[src/rtl/multicycle_controller_if.sv]
// Control bundle between the multi-cycle RV32 controller and its datapath.
// The master side (controller) drives the control and debug signals; the slave side (datapath) drives the instruction fields and Zero.
interface multicycle_controller_if;
    logic [6:0] op;
    logic [2:0] funct3;
    logic       funct7b5;
    logic       Zero;
    logic       PCWrite;
    logic       AdrSrc;
    logic       MemWrite;
    logic       IRWrite;
    logic [1:0] ResultSrc;
    logic [1:0] ALUSrcA;
    logic [1:0] ALUSrcB;
    logic       RegWrite;
    logic [2:0] ALUControl;
    logic [1:0] ImmSrc;
    logic [3:0] state;

    modport master (
        input  op, funct3, funct7b5, Zero,
        output PCWrite, AdrSrc, MemWrite, IRWrite, ResultSrc, ALUSrcA, ALUSrcB,
               RegWrite, ALUControl, ImmSrc, state
    );

    modport slave (
        output op, funct3, funct7b5, Zero,
        input  PCWrite, AdrSrc, MemWrite, IRWrite, ResultSrc, ALUSrcA, ALUSrcB,
               RegWrite, ALUControl, ImmSrc, state
    );
endinterface

[src/rtl/multicycle_controller.sv]
// Main control FSM with ALU and immediate decoders for the multi-cycle RV32 core.
// Moore control outputs; only PCWrite also looks at Zero, for the beq decision.
module multicycle_controller #(
    parameter logic [2:0] ALU_ADD = 3'b000,
    parameter logic [2:0] ALU_SUB = 3'b001,
    parameter logic [2:0] ALU_AND = 3'b111,
    parameter logic [2:0] ALU_OR  = 3'b011,
    parameter logic [2:0] ALU_SLT = 3'b101
) (
    input  logic                    clk,
    input  logic                    reset,
    multicycle_controller_if.master bus
);
    localparam logic [3:0] S_FETCH    = 4'd0;
    localparam logic [3:0] S_DECODE   = 4'd1;
    localparam logic [3:0] S_MEMADR   = 4'd2;
    localparam logic [3:0] S_MEMREAD  = 4'd3;
    localparam logic [3:0] S_MEMWB    = 4'd4;
    localparam logic [3:0] S_MEMWRITE = 4'd5;
    localparam logic [3:0] S_EXECR    = 4'd6;
    localparam logic [3:0] S_EXECI    = 4'd7;
    localparam logic [3:0] S_ALUWB    = 4'd8;
    localparam logic [3:0] S_BEQ      = 4'd9;
    localparam logic [3:0] S_JAL      = 4'd10;

    localparam logic [6:0] OP_LW  = 7'b0000011;
    localparam logic [6:0] OP_SW  = 7'b0100011;
    localparam logic [6:0] OP_R   = 7'b0110011;
    localparam logic [6:0] OP_I   = 7'b0010011;
    localparam logic [6:0] OP_BEQ = 7'b1100011;
    localparam logic [6:0] OP_JAL = 7'b1101111;

    logic [3:0] r_state;
    logic [3:0] w_next;
    logic       w_pc_update;
    logic       w_branch;
    logic [1:0] w_alu_op;
    logic       w_ir_write;
    logic       w_mem_write;
    logic       w_reg_write;
    logic       w_adr_src;
    logic [1:0] w_result_src;
    logic [1:0] w_src_a;
    logic [1:0] w_src_b;
    logic [2:0] w_alu_control;
    logic [1:0] w_imm_src;

    always_ff @(posedge clk) begin
        if (reset) r_state <= S_FETCH;
        else       r_state <= w_next;
    end

    always_comb begin
        w_next = S_FETCH;
        case (r_state)
            S_FETCH:  w_next = S_DECODE;
            S_DECODE: begin
                case (bus.op)
                    OP_LW, OP_SW: w_next = S_MEMADR;
                    OP_R:         w_next = S_EXECR;
                    OP_I:         w_next = S_EXECI;
                    OP_BEQ:       w_next = S_BEQ;
                    OP_JAL:       w_next = S_JAL;
                    default:      w_next = S_FETCH;
                endcase
            end
            S_MEMADR:                     w_next = (bus.op == OP_SW) ? S_MEMWRITE : S_MEMREAD;
            S_MEMREAD:                    w_next = S_MEMWB;
            S_EXECR, S_EXECI, S_JAL:      w_next = S_ALUWB;
            default:                      w_next = S_FETCH;
        endcase
    end

    always_comb begin
        w_pc_update  = 1'b0;
        w_branch     = 1'b0;
        w_alu_op     = 2'b00;
        w_ir_write   = 1'b0;
        w_mem_write  = 1'b0;
        w_reg_write  = 1'b0;
        w_adr_src    = 1'b0;
        w_result_src = 2'b00;
        w_src_a      = 2'b00;
        w_src_b      = 2'b00;
        case (r_state)
            S_FETCH: begin
                w_ir_write = 1'b1; w_src_b = 2'b10; w_result_src = 2'b10; w_pc_update = 1'b1;
            end
            S_DECODE:   begin w_src_a = 2'b01; w_src_b = 2'b01; end
            S_MEMADR:   begin w_src_a = 2'b10; w_src_b = 2'b01; end
            S_MEMREAD:  w_adr_src = 1'b1;
            S_MEMWB:    begin w_result_src = 2'b01; w_reg_write = 1'b1; end
            S_MEMWRITE: begin w_adr_src = 1'b1; w_mem_write = 1'b1; end
            S_EXECR:    begin w_src_a = 2'b10; w_src_b = 2'b00; w_alu_op = 2'b10; end
            S_EXECI:    begin w_src_a = 2'b10; w_src_b = 2'b01; w_alu_op = 2'b10; end
            S_ALUWB:    w_reg_write = 1'b1;
            S_BEQ:      begin w_src_a = 2'b10; w_alu_op = 2'b01; w_branch = 1'b1; end
            S_JAL:      begin w_src_a = 2'b01; w_src_b = 2'b10; w_pc_update = 1'b1; end
            default:    ;
        endcase
    end

    // op[5] separates R-type from I-type, so addi never turns into sub.
    always_comb begin
        w_alu_control = ALU_ADD;
        case (w_alu_op)
            2'b01: w_alu_control = ALU_SUB;
            2'b10: begin
                case (bus.funct3)
                    3'b000:  w_alu_control = (bus.op[5] & bus.funct7b5) ? ALU_SUB : ALU_ADD;
                    3'b010:  w_alu_control = ALU_SLT;
                    3'b110:  w_alu_control = ALU_OR;
                    3'b111:  w_alu_control = ALU_AND;
                    default: w_alu_control = ALU_ADD;
                endcase
            end
            default: w_alu_control = ALU_ADD;
        endcase
    end

    always_comb begin
        w_imm_src = 2'b00;
        case (bus.op)
            OP_SW:   w_imm_src = 2'b01;
            OP_BEQ:  w_imm_src = 2'b10;
            OP_JAL:  w_imm_src = 2'b11;
            default: w_imm_src = 2'b00;
        endcase
    end

    // Write enables are masked while reset is held so an aborted instruction commits nothing.
    assign bus.PCWrite    = ~reset & (w_pc_update | (w_branch & bus.Zero));
    assign bus.IRWrite    = ~reset & w_ir_write;
    assign bus.MemWrite   = ~reset & w_mem_write;
    assign bus.RegWrite   = ~reset & w_reg_write;
    assign bus.AdrSrc     = w_adr_src;
    assign bus.ResultSrc  = w_result_src;
    assign bus.ALUSrcA    = w_src_a;
    assign bus.ALUSrcB    = w_src_b;
    assign bus.ALUControl = w_alu_control;
    assign bus.ImmSrc     = w_imm_src;
    assign bus.state      = r_state;
endmodule

[src/flat_wrapper.sv]
// flat-port wrapper written by rule: the top's interface ports become plain ports
module multicycle_controller_flat 
#(
    parameter logic [2:0] ALU_ADD = 3'b000,
    parameter logic [2:0] ALU_SUB = 3'b001,
    parameter logic [2:0] ALU_AND = 3'b111,
    parameter logic [2:0] ALU_OR  = 3'b011,
    parameter logic [2:0] ALU_SLT = 3'b101
)
  (clk, reset, bus_op, bus_funct3, bus_funct7b5, bus_Zero, bus_PCWrite, bus_AdrSrc, bus_MemWrite, bus_IRWrite, bus_ResultSrc, bus_ALUSrcA, bus_ALUSrcB, bus_RegWrite, bus_ALUControl, bus_ImmSrc, bus_state);
  multicycle_controller_if bus_i ();
  input  logic clk;
  input  logic reset;
  input wire logic [$bits(bus_i.op)-1:0] bus_op;
  input wire logic [$bits(bus_i.funct3)-1:0] bus_funct3;
  input wire logic [$bits(bus_i.funct7b5)-1:0] bus_funct7b5;
  input wire logic [$bits(bus_i.Zero)-1:0] bus_Zero;
  output wire logic [$bits(bus_i.PCWrite)-1:0] bus_PCWrite;
  output wire logic [$bits(bus_i.AdrSrc)-1:0] bus_AdrSrc;
  output wire logic [$bits(bus_i.MemWrite)-1:0] bus_MemWrite;
  output wire logic [$bits(bus_i.IRWrite)-1:0] bus_IRWrite;
  output wire logic [$bits(bus_i.ResultSrc)-1:0] bus_ResultSrc;
  output wire logic [$bits(bus_i.ALUSrcA)-1:0] bus_ALUSrcA;
  output wire logic [$bits(bus_i.ALUSrcB)-1:0] bus_ALUSrcB;
  output wire logic [$bits(bus_i.RegWrite)-1:0] bus_RegWrite;
  output wire logic [$bits(bus_i.ALUControl)-1:0] bus_ALUControl;
  output wire logic [$bits(bus_i.ImmSrc)-1:0] bus_ImmSrc;
  output wire logic [$bits(bus_i.state)-1:0] bus_state;
  assign bus_i.op = bus_op;
  assign bus_i.funct3 = bus_funct3;
  assign bus_i.funct7b5 = bus_funct7b5;
  assign bus_i.Zero = bus_Zero;
  assign bus_PCWrite = bus_i.PCWrite;
  assign bus_AdrSrc = bus_i.AdrSrc;
  assign bus_MemWrite = bus_i.MemWrite;
  assign bus_IRWrite = bus_i.IRWrite;
  assign bus_ResultSrc = bus_i.ResultSrc;
  assign bus_ALUSrcA = bus_i.ALUSrcA;
  assign bus_ALUSrcB = bus_i.ALUSrcB;
  assign bus_RegWrite = bus_i.RegWrite;
  assign bus_ALUControl = bus_i.ALUControl;
  assign bus_ImmSrc = bus_i.ImmSrc;
  assign bus_state = bus_i.state;
  multicycle_controller #(.ALU_ADD(ALU_ADD), .ALU_SUB(ALU_SUB), .ALU_AND(ALU_AND), .ALU_OR(ALU_OR), .ALU_SLT(ALU_SLT)) u_core (.clk(clk), .reset(reset), .bus(bus_i));
endmodule
[config.mk]
export PLATFORM = sky130hd
export DESIGN_NAME = multicycle_controller_flat
export DESIGN_NICKNAME = d
export VERILOG_FILES = /design/src/rtl/multicycle_controller_if.sv /design/src/rtl/multicycle_controller.sv /design/src/flat_wrapper.sv
export SDC_FILE = /design/constraint.sdc
export NUM_CORES = 1
export LEC_CHECK = 0
export ABC_AREA = 1
export CAP_MARGIN = 20
export CORE_MARGIN = 2
export CORE_UTILIZATION = 34
export CTS_BUF_LIST = sky130_fd_sc_hd__clkbuf_4 sky130_fd_sc_hd__clkbuf_8 sky130_fd_sc_hd__clkbuf_16
export DETAILED_ROUTE_END_ITERATION = 6
export PLACE_DENSITY = 0.82
export SYNTH_ARGS = -nofsm -noshare
export SYNTH_HDL_FRONTEND = slang
export SYNTH_SLANG_ARGS = --single-unit
[constraint.sdc]
create_clock -name clk -period 2.1 [get_ports clk]
set_input_delay 0.42 -clock clk [delete_from_list [all_inputs] [get_ports clk]]
set_output_delay 0.42 -clock clk [all_outputs]
set_load 0.005 [all_outputs]
==> results by stage <==
Status:
- The flow ran to the end, and the final reports show no timing, DRC or antenna violations.

Worst setup path:
- The category of the most critical setup path is in -> out.
- Traced cell by cell, the critical path runs through clkdlybuf4s50_1, a211oi_1, clkdlybuf4s50_1.
- The worst-path cell with the longest stage delay is sky130_fd_sc_hd__clkdlybuf4s50_1.
- Among cell families on the critical path, the largest total delay comes from buffers and inverters.
- Data on the critical path is required at its endpoint by 1680 ps.
- For this run, the slowest stage of the critical path takes 530 ps.
- The total buffers and inverters traversed by the critical path is 2.
- The element type at the critical path end is an output port.
- In this design, the critical path's most frequently occurring cell is sky130_fd_sc_hd__clkdlybuf4s50_1.
- The peak fanout along the critical path is 4.
- STA puts the critical path data arrival time at 1650 ps.
- The worst setup path is launched from an input pin.

Power and ir drop:
- The analysis attributes to cell leakage a power of 0.566 nW.
- The total power of the final layout is 282 uW.
- For this design the ratio of total power to cell area is ~270 nW/um^2.
- The worst-case IR drop observed on VDD is 0.209 mV.

Cells and area:
- The layout cell share with drive strength beyond 1 is 32.5%.
- The fill cell instance count of the final layout is 99.
- The area taken by multi-input logic gates is 374 um^2.
- The final standard cell count with taps included and fillers excluded is 166.
- The register with the most flip-flops in the layout has 4 of them.
- The count of inserted antenna diode cells is 0.
- After the last flow step, the layout net total stands at 169.
- The sequential cells in the finished layout cover a total of 82.6 um^2.
- The synthesis-to-finish area growth is 114%.

Logic synthesis:
- The count of different cell masters after synthesis is 19.
- The cell count after synthesis came out at 94.
- The synthesized net count is 110.
- The average cell area after synthesis is 5.30 um^2.
- The post-synthesis cell area is 498 um^2.
- Yosys attributes the largest share of cell area to sky130_fd_sc_hd__nand2_1 19%, sky130_fd_sc_hd__dfxtp_1 16%, sky130_fd_sc_hd__inv_1 15%.
- The portion of the post-synthesis area used by sequential elements is between 10% and 20%.
- After synthesis the netlist holds a flip-flop and latch count of 4.
- The synthesized design devotes to its leading area cell type 18.8% of total area.
- The number of warnings reported in the yosys synthesis log is 0.
- Summed over all instances, the cell type with the most area after synthesis is sky130_fd_sc_hd__nand2_1.

Place:
- The post-placement cell count is around 160.
- At the end of routability-driven placement, the weighted congestion stood at 0.784.
- The count of input and output buffers is 33.
- The pre-CTS setup slack is -121 ps.
- The HPWL reported at the end of detailed placement is ~1.4 mm.

GRT:
- The largest net degree at the start of global routing is 6.
- The initial antenna violation count was 0.
- The global route total overflow is 0.
- The via count of the first global-routing pass came to 690.
- Global routing used 20.6% of the available tracks.
- The first global-routing pass estimated ~2.9 mm of wire.

STA:
- In the post-route analysis, the smallest setup slack over all paths is 29.6 ps.
- Adding up every negative setup slack in the final design gives 0 ps.
- The max-slew violation total from the final report came to 0.
- The worst-case headroom to the max-slew limit is 85.3%.
- For the pin with the worst max-slew slack, the measured transition is 218 ps.
- The setup-violating endpoint count in the final report is 0.
- The portion of the clock cycle consumed by the worst path in the final layout is 98.6%.
- Derived from the worst setup path, the maximum achievable clock frequency is approximately 480 MHz.
- The final critical delay including setup and external delays is 2070 ps.
- The number of hold violations in the final report is 0.
- Setup repair after global routing could not meet its margin everywhere.
- The clock tree skew after final layout is 3.61 ps.

Drt:
- The detailed-route DRC error count is 0.
- Dividing the detail-routed via count by the number of cells gives 4.78.
- The average wire per cell in the routed design is 11.3 um.
- The detailed router finished its first iteration with 23 violations.
- The count of nets left with antenna violations after detail routing is 0.
- For this run, the detailed router's first-pass iteration total came to 4.
- Wires add up to ~1.9 mm.
- The via total after detailed routing is roughly 800.

Floorplan:
- The chip height is 42.3 um.
- The region available for standard cell placement spans 1330 um^2.
- The initialized floorplan defines 13 standard-cell rows.
- Once the floorplan was initialized, standard cells occupied between 30 and 40% of the core.
- The floorplan die area is 1790 um^2.
- The number of top-level pins is 34.
- The die outline width is 42.3 um.

Clocking:
- Counting along the longest clock path gives a buffer depth of 2.
- The insertion delay to the later sink of the worst-skew pair is 240 ps.
- CTS built an H-tree with a depth of 1.
- The tree is rooted in a sky130_fd_sc_hd__clkbuf_4.
- The count of clock tree sinks is 4.
- The clock-pin slew on the worst setup and hold paths is 40 ps.
- The TritonCTS clock tree is built.
- The number of clock buffers inserted by TritonCTS is 3.

Worst hold path:
- The class of the tightest hold or removal check is reg -> reg.

Job:
- The number of max-capacitance violations reported is 0.
## layout by cell type, fill, tap and decap left out, types with 2 or more instances in the layout
master                            instances
sky130_fd_sc_hd__inv_2                    6
sky130_fd_sc_hd__dfxtp_2                  2
sky130_fd_sc_hd__dlygate4sd2_1            7
sky130_fd_sc_hd__nor2_1                  11
sky130_fd_sc_hd__nor2_4                   4
sky130_fd_sc_hd__inv_1                   17
sky130_fd_sc_hd__ha_1                     2
sky130_fd_sc_hd__nor2_2                   2
sky130_fd_sc_hd__dfxtp_1                  2
sky130_fd_sc_hd__nand2_2                  5
sky130_fd_sc_hd__buf_4                   22
sky130_fd_sc_hd__nand2_1                 22
sky130_fd_sc_hd__nand3_1                  7
sky130_fd_sc_hd__clkbuf_4                 3
sky130_fd_sc_hd__a21oi_1                  4
sky130_fd_sc_hd__clkdlybuf4s50_1         23
## power breakdown
group | total (mW) | leakage [nW] | switching [mW] | internal (mW)
Clock | 0.0984 | 0.0138 | 0.0343 | 0.0641
Combinational | 0.104 | 0.518 | 0.0456 | 0.0585
Sequential | 0.0794 | 0.0336 | 0.00124 | 0.0782
Total | 0.282 | 0.566 | 0.0811 | 0.201
## final cells by class
class,instances,share of cell area (%)
tap,15,1.76
sequential,4,7.76
multi-input combinational,66,35.2
timing repair buffer,55,45.1
inverter,23,8.12
clock buffer,3,2.12
## final timing paths
check / start / end / depth (start not counted) / slack [ps]
worst max register to register: u_core.bus.state[3] / u_core.bus.state[2] / 8 / 920
worst max-delay path: reset / bus_RegWrite / 3 / 30
worst min register to register: u_core.bus.state[0] / u_core.bus.state[0] / 4 / 700
worst min-delay path: u_core.bus.state[0] / u_core.bus.state[0] / 4 / 700
## cell usage after synthesis (all sizes together)
| cell type | instances |
|---|---|
| nand2 | 27 |
| inv | 23 |
| nor2 | 17 |
| nand3 | 7 |
| a21oi | 6 |
| dfxtp | 4 |
| ha | 2 |
| a211oi | 1 |
| clkbuf | 1 |
| nand3b | 1 |
| nand4 | 1 |
| nor4 | 1 |
| o211a | 1 |
| o211ai | 1 |
| o21ai | 1 |
## logic make-up (layout without fill, tap and decap cells)
| family | Yosys count | in the layout | share of synthesized area, % |
|---|---|---|---|
| DFF | 4 | 4 | 16.1 |
| adders and majority gates | 2 | 2 | 5.02 |
| buffers and inverters | 24 | 81 | 18.1 |
| and+or+nand+nor | 54 | 54 | 48.7 |
| AOI/OAI and AO/OA | 10 | 10 | 12.1 |
## worst register-to-register path: cells and delay by family (launching register included)
kind | cells | cell delay [ps]
buffers and inverters | 4 | 300
DFF | 1 | 360
and+or+nand+nor | 4 | 410
## routing by layer
metal  global-route usage, %  wire length [um]  vias up
li1                        -                 -      402
met1                    21.1               684      360
met2                    40.0              1090       32
met3                    4.31                96        0
met4                    7.50                 0        0
met5                       0                 0        -
## repair_timing
item | CTS | global route
gates resized for setup | 20 | 12
cloned | 0 | 0
setup buffers | 1 | 1
endpoints found under the hold margin | 0 | 0
pin swaps | 4 | 6
setup endpoints to repair | 8 | 11
hold buffers | 0 | 0
## stage by stage
stage               instance area (um^2)  hold slack (ps)  util, %
CTS                                 1020              691     76.8
global placement                     993              665     74.5
finish                              1060              699     79.7
floorplan                            498              616        -
detailed placement                   993              669     74.5
global route                        1060              737     79.7
Power figures use the tool's default switching activity.
